==> config.mk <==
export PLATFORM = sky130hd
export DESIGN_NAME = issue_scoreboard
export DESIGN_NICKNAME = d
export VERILOG_FILES = /design/src/rtl/issue_scoreboard_pkg.sv /design/src/rtl/issue_scoreboard_sb_counter.sv /design/src/rtl/issue_scoreboard.sv
export SDC_FILE = /design/constraint.sdc
export NUM_CORES = 1
export LEC_CHECK = 0
export ABC_AREA = 1
export BUFFER_PORTS_ARGS = -buffer_cell sky130_fd_sc_hd__buf_2
export CAP_MARGIN = 5
export CORE_MARGIN = 2
export CORE_UTILIZATION = 55
export DETAILED_ROUTE_END_ITERATION = 6
export HOLD_SLACK_MARGIN = 0.05
export MAX_ROUTING_LAYER = met4
export PLACE_DENSITY = 0.73
export SLEW_MARGIN = 5
export SYNTH_ARGS = -nofsm -noshare
export SYNTH_HDL_FRONTEND = slang
export SYNTH_HIERARCHICAL = 1
export SYNTH_SLANG_ARGS = --single-unit
export TNS_END_PERCENT = 10
==> constraint.sdc <==
create_clock -name clk -period 5.7 [get_ports clk]
set_input_delay 0.285 -clock clk [delete_from_list [all_inputs] [get_ports clk]]
set_output_delay 0.285 -clock clk [all_outputs]
set_load 0.005 [all_outputs]
==> src/rtl/issue_scoreboard_pkg.sv <==
// Shared types for the register-hazard scoreboard between decode and execute.
package issue_scoreboard_pkg;

  // Architectural MIPS register number.
  typedef logic [4:0] MipsReg;

  // Issue controller states: normal issue, or waiting for the pipeline to empty.
  typedef enum logic [0:0] {
    SB_RUN   = 1'b0,
    SB_DRAIN = 1'b1
  } SbState;

  localparam int SB_NUM_REGS = 32;

endpackage

==> src/rtl/issue_scoreboard_sb_counter.sv <==
// One saturating in-flight write counter for a single architectural register.
// Up to one increment and two decrements (writeback + kill) per cycle; the
// result is clamped to [0, 2^CNT_W-1] and err_o flags a clamp this cycle.
module sb_counter #(
  parameter int CNT_W = 2
) (
  input  logic             clk,
  input  logic             rst,
  input  logic             inc_i,
  input  logic [1:0]       dec_i,
  output logic [CNT_W-1:0] count_o,
  output logic             zero_o,
  output logic             full_o,
  output logic             err_o
);

  localparam logic [CNT_W-1:0] CNT_MAX = {CNT_W{1'b1}};

  logic [CNT_W-1:0]        cnt_q, cnt_d;
  logic signed [CNT_W+2:0] sum_s;
  logic                    err_s;

  // Net the increment against both decrements, then clamp into range.
  always_comb begin
    sum_s = $signed({3'b000, cnt_q})
          + $signed({{(CNT_W + 2){1'b0}}, inc_i})
          - $signed({{(CNT_W + 1){1'b0}}, dec_i});
    cnt_d = cnt_q;
    err_s = 1'b0;
    if (sum_s < $signed({(CNT_W + 3){1'b0}})) begin
      cnt_d = {CNT_W{1'b0}};
      err_s = 1'b1;
    end else if (sum_s > $signed({3'b000, CNT_MAX})) begin
      cnt_d = CNT_MAX;
      err_s = 1'b1;
    end else begin
      cnt_d = sum_s[CNT_W-1:0];
      err_s = 1'b0;
    end
  end

  // Counter register with synchronous reset.
  always_ff @(posedge clk) begin
    if (rst) begin
      cnt_q <= {CNT_W{1'b0}};
    end else begin
      cnt_q <= cnt_d;
    end
  end

  assign count_o = cnt_q;
  assign zero_o  = (cnt_q == {CNT_W{1'b0}});
  assign full_o  = (cnt_q == CNT_MAX);
  assign err_o   = err_s;

endmodule

==> src/rtl/issue_scoreboard.sv <==
// Register-hazard scoreboard and issue controller between decode and execute.
// Tracks pending writes per register, stalls on RAW hazards or a saturated
// destination counter, and serializes instructions needing an empty pipeline.
module issue_scoreboard
  import issue_scoreboard_pkg::*;
#(
  parameter int CNT_W     = 2,
  parameter bit WB_BYPASS = 1'b1
) (
  input  logic        clk,
  input  logic        rst,
  input  logic        i_valid,
  input  logic        i_uses_rs,
  input  logic        i_uses_rt,
  input  logic        i_uses_rw,
  input  MipsReg      i_rs_addr,
  input  MipsReg      i_rt_addr,
  input  MipsReg      i_rw_addr,
  input  logic        i_serialize,
  input  logic        i_ex_ready,
  input  logic        i_wb_valid,
  input  MipsReg      i_wb_addr,
  input  logic        i_kill_valid,
  input  MipsReg      i_kill_addr,
  output logic        o_issue,
  output logic        o_stall,
  output logic        o_busy,
  output logic        o_err,
  output logic [31:0] o_stall_cycles
);

  localparam logic [CNT_W-1:0] CNT_ONE  = CNT_W'(1);
  localparam MipsReg           REG_ZERO = 5'd0;

  logic [CNT_W-1:0]       cnt_s [SB_NUM_REGS];
  logic [1:0]             dec_s [SB_NUM_REGS];
  logic [SB_NUM_REGS-1:0] zero_s, full_s, err_s, inc_s, byp_s;

  SbState      state_q, state_d;
  logic        err_q, err_d;
  logic [31:0] stall_cycles_q, stall_cycles_d;
  logic        issue_s, busy_s, hazard_s;
  logic        rs_pend_s, rt_pend_s, rw_full_s;

  // Register 0 is never tracked: it always reads as empty.
  assign cnt_s[0]  = {CNT_W{1'b0}};
  assign zero_s[0] = 1'b1;
  assign full_s[0] = 1'b0;
  assign err_s[0]  = 1'b0;

  for (genvar r = 1; r < SB_NUM_REGS; r++) begin : g_cnt
    sb_counter #(.CNT_W(CNT_W)) u_cnt (
      .clk     (clk),
      .rst     (rst),
      .inc_i   (inc_s[r]),
      .dec_i   (dec_s[r]),
      .count_o (cnt_s[r]),
      .zero_o  (zero_s[r]),
      .full_o  (full_s[r]),
      .err_o   (err_s[r])
    );
  end

  // Decode issue/writeback/kill into per-register increment, decrement and bypass.
  always_comb begin
    for (int r = 0; r < SB_NUM_REGS; r++) begin
      inc_s[r] = (r != 0) & issue_s & i_uses_rw & (i_rw_addr == MipsReg'(r));
      dec_s[r] = {1'b0, (r != 0) & i_wb_valid & (i_wb_addr == MipsReg'(r))}
               + {1'b0, (r != 0) & i_kill_valid & (i_kill_addr == MipsReg'(r))};
      byp_s[r] = WB_BYPASS & (dec_s[r] != 2'd0);
    end
  end

  // Hazard check: a same-cycle retirement to a source counts as one less pending write.
  always_comb begin
    rs_pend_s = i_uses_rs & (i_rs_addr != REG_ZERO) &
                (byp_s[i_rs_addr] ? (cnt_s[i_rs_addr] > CNT_ONE) : !zero_s[i_rs_addr]);
    rt_pend_s = i_uses_rt & (i_rt_addr != REG_ZERO) &
                (byp_s[i_rt_addr] ? (cnt_s[i_rt_addr] > CNT_ONE) : !zero_s[i_rt_addr]);
    rw_full_s = i_uses_rw & (i_rw_addr != REG_ZERO) & full_s[i_rw_addr];
    hazard_s  = rs_pend_s | rt_pend_s | rw_full_s;
    busy_s    = |(~zero_s);
  end

  // Issue FSM next-state and issue decision; DRAIN waits for an empty scoreboard.
  always_comb begin
    state_d = state_q;
    issue_s = 1'b0;
    case (state_q)
      SB_RUN: begin
        issue_s = i_valid & !hazard_s & i_ex_ready & !(i_serialize & busy_s);
        if (i_valid & i_serialize & busy_s) begin
          state_d = SB_DRAIN;
        end else begin
          state_d = SB_RUN;
        end
      end
      SB_DRAIN: begin
        issue_s = i_valid & !hazard_s & i_ex_ready & !busy_s;
        if (issue_s) begin
          state_d = SB_RUN;
        end else begin
          state_d = SB_DRAIN;
        end
      end
      default: begin
        state_d = SB_RUN;
        issue_s = 1'b0;
      end
    endcase
  end

  // Next values for the sticky error flag and the wrapping stall counter.
  always_comb begin
    err_d          = err_q | (|err_s);
    stall_cycles_d = stall_cycles_q;
    if (o_stall) begin
      stall_cycles_d = stall_cycles_q + 32'd1;
    end else begin
      stall_cycles_d = stall_cycles_q;
    end
  end

  // State, error and statistics registers.
  always_ff @(posedge clk) begin
    if (rst) begin
      state_q        <= SB_RUN;
      err_q          <= 1'b0;
      stall_cycles_q <= 32'd0;
    end else begin
      state_q        <= state_d;
      err_q          <= err_d;
      stall_cycles_q <= stall_cycles_d;
    end
  end

  assign o_issue        = issue_s;
  assign o_stall        = i_valid & !issue_s;
  assign o_busy         = busy_s;
  assign o_err          = err_q;
  assign o_stall_cycles = stall_cycles_q;

endmodule
==> run_results.csv <==
group,metric,value,unit
status,status,"finished, violations left",
status,violations,"DRC",
clock_network,cts_tree,"yes",
critical_path,worstPathRequired,5.90,ns
route,dr_wl_met2,18.14,mm
clock_network,cts_num_sinks,96,
cells_and_area,fin_area,13860,um^2
route,dr.pass1.iters,7,
die,dieWidth,157.7,um
placement,io_buffers,70,
pwr,ir_worst_vdd,0.2298,mV
die,die_h,157.7,um
route,drt-wirelength-per-cell,15.82,um
placement,gp_congestion,1.014,
yosys,ys_seq_area_frac,0.1478,
global_routing,antenna_found_initial,0,
pwr,p_per_area,270.2,nW/um^2
die,io_pins,71,
critical_path,critPathBufInv,1,
route,totalWireLength,40.15,mm
global_routing,track_usage,0.3416,
critical_path,cp_cell_sequence,"nor2_1 -> nand4_1 -> nor4_1 -> nand2_1 -> nand2_1 -> nand2_1 -> nor2_1 -> nand3_4 -> nor2_4 -> nand2_2 -> nor2_1 -> ha_1 -> fa_1 -> inv_1 -> nand2_1 -> nand3_1 -> nor4_1 -> nand4_1 -> nor2_1 -> a31oi_1",
sta,fmax,0.1969,GHz
route,drtIter0Drc,1147,
clock_network,ctsHoldBuffers,0,
critical_path,endpoint_kind,"flop",
cells_and_area,layout-drive-gt1-share,0.08251,
sta,slew-limit-headroom,0.2872,
critical_path,startpoint_type,"flop",
clock_network,cts-root-buf,"clkbuf_16",
die,coreArea,23330,um^2
cells_and_area,final_common_cell,"nand2_1",
sta,fin_setup_tns,0,ns
route,vias_per_cell,5.244,
route,wl_met1,16.98,mm
route,wl_met3,3.416,mm
pwr,swShare,0.4889,
pwr,p_seq_frac,0.289,
clock_network,cts_made_buffers,9,
pwr,internal_power,0.001915,W
pwr,p_clk_frac,0.179,
die,fp.dieArea,24880,um^2
pwr,power,0.003746,W
yosys,yosysWarningCount,6,
yosys,ys_ff_latch,96,
sta,finClkSkew,0.01799,ns
cells_and_area,diodes,0,
yosys,syn_avg_cell_area,5.982,um^2
clock_network,clkTransAtPathRegs,0.08,ns
pwr,p_leak,7.578,nW
clock_network,postCtsSetupBuffers,0,
route,routed.top_layer,"met4",
hold_path,holdCritPathClass,"input pin to flop",
pwr,comb_power_share,0.532,
placement,dp_hpwl,31.44,mm
yosys,netlist_area,13000,um^2
critical_path,critPathSlowestCell,"nor4_1",
sta,fin_crit,5.078,ns
sta,rsz0062_at_grt,"no",
pwr,power_switching,0.001831,W
route,vias,13310,
die,std_cell_rows,56,
global_routing,grt_pass1_wl,64.36,mm
clock_network,cts_buffer_depth,2,
route,drc,1,
clock_network,cts_resized,0,
run,cap_violations,0,
sta,maxSlewViolCount,0,
clock_network,insertion_delay,0.37,ns
sta,min_period_over_period,0.8909,
critical_path,cp_data_arrival_time,5.28,ns
route,final_antenna_net_count,0,
placement,placed_cell_area,13550,um^2
clock_network,cts_max_level,3,
critical_path,crit_type,"flop to flop",
cells_and_area,layout.nets,2466,
yosys,yosysUniqueCellTypes,31,
sta,finalHoldViolCount,0,
critical_path,path_delay_family,"simple AND/OR/NAND/NOR gates",
cells_and_area,area_delta_synth_final,6.622,%
cells_and_area,final_cell_mix,"nand2_1, inv_1, nor2_1, nand3_1, ha_1",
die,initial_core_util,0.5572,
global_routing,grt_max_degree,64,
global_routing,grt_pass1_vias,12660,
sta,tightest_slew,1.065,ns
critical_path,cpPeakStageDelay,0.83,ns
sta,setup_viol,0,
global_routing,overflow,0,
yosys,syn-num-nets,2426,
yosys,synthCells,2173,
critical_path,worstPathMaxFanout,15,
## area by class of cell
cell class                      count  area, um^2
Inverter                          477        1790
Multi-Input combinational cell   1548        9002
Fill cell                        2387        9472
Sequential cell                    96        1922
Clock inverter                      7       88.84
Clock buffer                        9       225.2
Tap cell                          319       399.1
Timing Repair Buffer               81       432.9
## synth_stat cells
cell type / count / area share
nand2_1: 570 / 0.16
inv_1: 473 / 0.14
nor2_1: 346 / 0.10
nand3_1: 206 / 0.079
ha_1: 156 / 0.15
dfxtp_1: 96 / 0.15
nand2_2: 65 / 0.031
fa_1: 62 / 0.095
a21oi_1: 31 / 0.012
buf_2: 27 / 0.010
xor2_1: 21 / 0.014
nand4_1: 19 / 0.0091
nor4_1: 17 / 0.0082
clkbuf_1: 14 / 0.0040
nor3_1: 14 / 0.0054
nor2_2: 12 / 0.0058
xnor2_1: 9 / 0.0061
o21ai_0: 6 / 0.0023
buf_4: 5 / 0.0029
buf_6: 5 / 0.0043
o211ai_1: 4 / 0.0023
inv_2: 3 / 0.00087
or2_2: 3 / 0.0014
nand3b_1: 2 / 0.0012
a31o_2: 1 / 0.00067
a31oi_1: 1 / 0.00048
buf_1: 1 / 0.00029
clkinv_1: 1 / 0.00029
nand3_4: 1 / 0.0013
nor2_4: 1 / 0.00087
o21bai_1: 1 / 0.00058
## cell families after synthesis
group,count (synthesis),synth area share
XOR/XNOR,30,0.02021
buffers and inverters,529,0.1597
flip-flops,96,0.1478
adder cells (fa/ha/maj),218,0.2456
AND/OR/NAND/NOR,1256,0.4084
AO/OA/AOI/OAI,44,0.01829
## power by group through the flow
| stage | logic [W] | clock network [W] | registers, W |
|---|---|---|---|
| floorplan | 0.00153 | 0 | 0.00100 |
| global placement | 0.00192 | 0 | 0.00109 |
| detailed placement | 0.00196 | 0 | 0.00109 |
| CTS | 0.00198 | 0.000688 | 0.00108 |
| global route | 0.00232 | 0.000706 | 0.00111 |
| finish | 0.00199 | 0.000670 | 0.00108 |
## final timing paths
kind / depth (start not counted) / slack [ns] / start / endpoint
setup / recovery: 20 / 0.62 / g_cnt[22].u_cnt/count_o[1] / o_err
hold / removal: 4 / 0.29 / i_serialize / state_q
setup reg to reg: 20 / 0.62 / g_cnt[22].u_cnt/count_o[1] / o_err
hold reg to reg: 2 / 0.50 / o_stall_cycles[31] / o_stall_cycles[31]
## sequential cells by signal (all words and copies together), names as in the netlist
signal	cells
o_err	1
state_q	1
o_stall_cycles	32
g_cnt.u_cnt/count_o	62
## worst reg2reg max path: stages (launching register included)
cell,delay [ns]
dfxtp_1,0.39
nor2_1,0.25
nand4_1,0.18
nor4_1,0.73
nand2_1,0.26
nand2_1,0.11
nand2_1,0.12
nor2_1,0.23
nand3_4,0.12
nor2_4,0.11
nand2_2,0.22
nor2_1,0.29
ha_1,0.23
fa_1,0.20
inv_1,0.05
nand2_1,0.07
nand3_1,0.10
nor4_1,0.83
nand4_1,0.17
nor2_1,0.17
a31oi_1,0.10
## stage by stage
stage	utilization	hold slack, ns	std cells	setup slack, ns
6_report	0.5941	0.2893	2537	0.6221
5_1_grt	0.5941	0.3147	2537	0.4404
4_1_cts	0.5941	0.2835	2537	0.7022
3_5_place_dp	0.5806	0.4827	2521	0.5674
3_3_place_gp	0.5806	0.4783	2521	0.6519
2_1_floorplan	-	0.3544	2173	2.021
## per-layer routing
layer | GRT usage | vias to the layer above
met5 | - | -
met4 | 0.1316 | 0
met3 | 0.04845 | 116
met2 | 0.5516 | 571
met1 | 0.4336 | 6042
li1 | - | 6576
(Power assumes the default switching activity.)
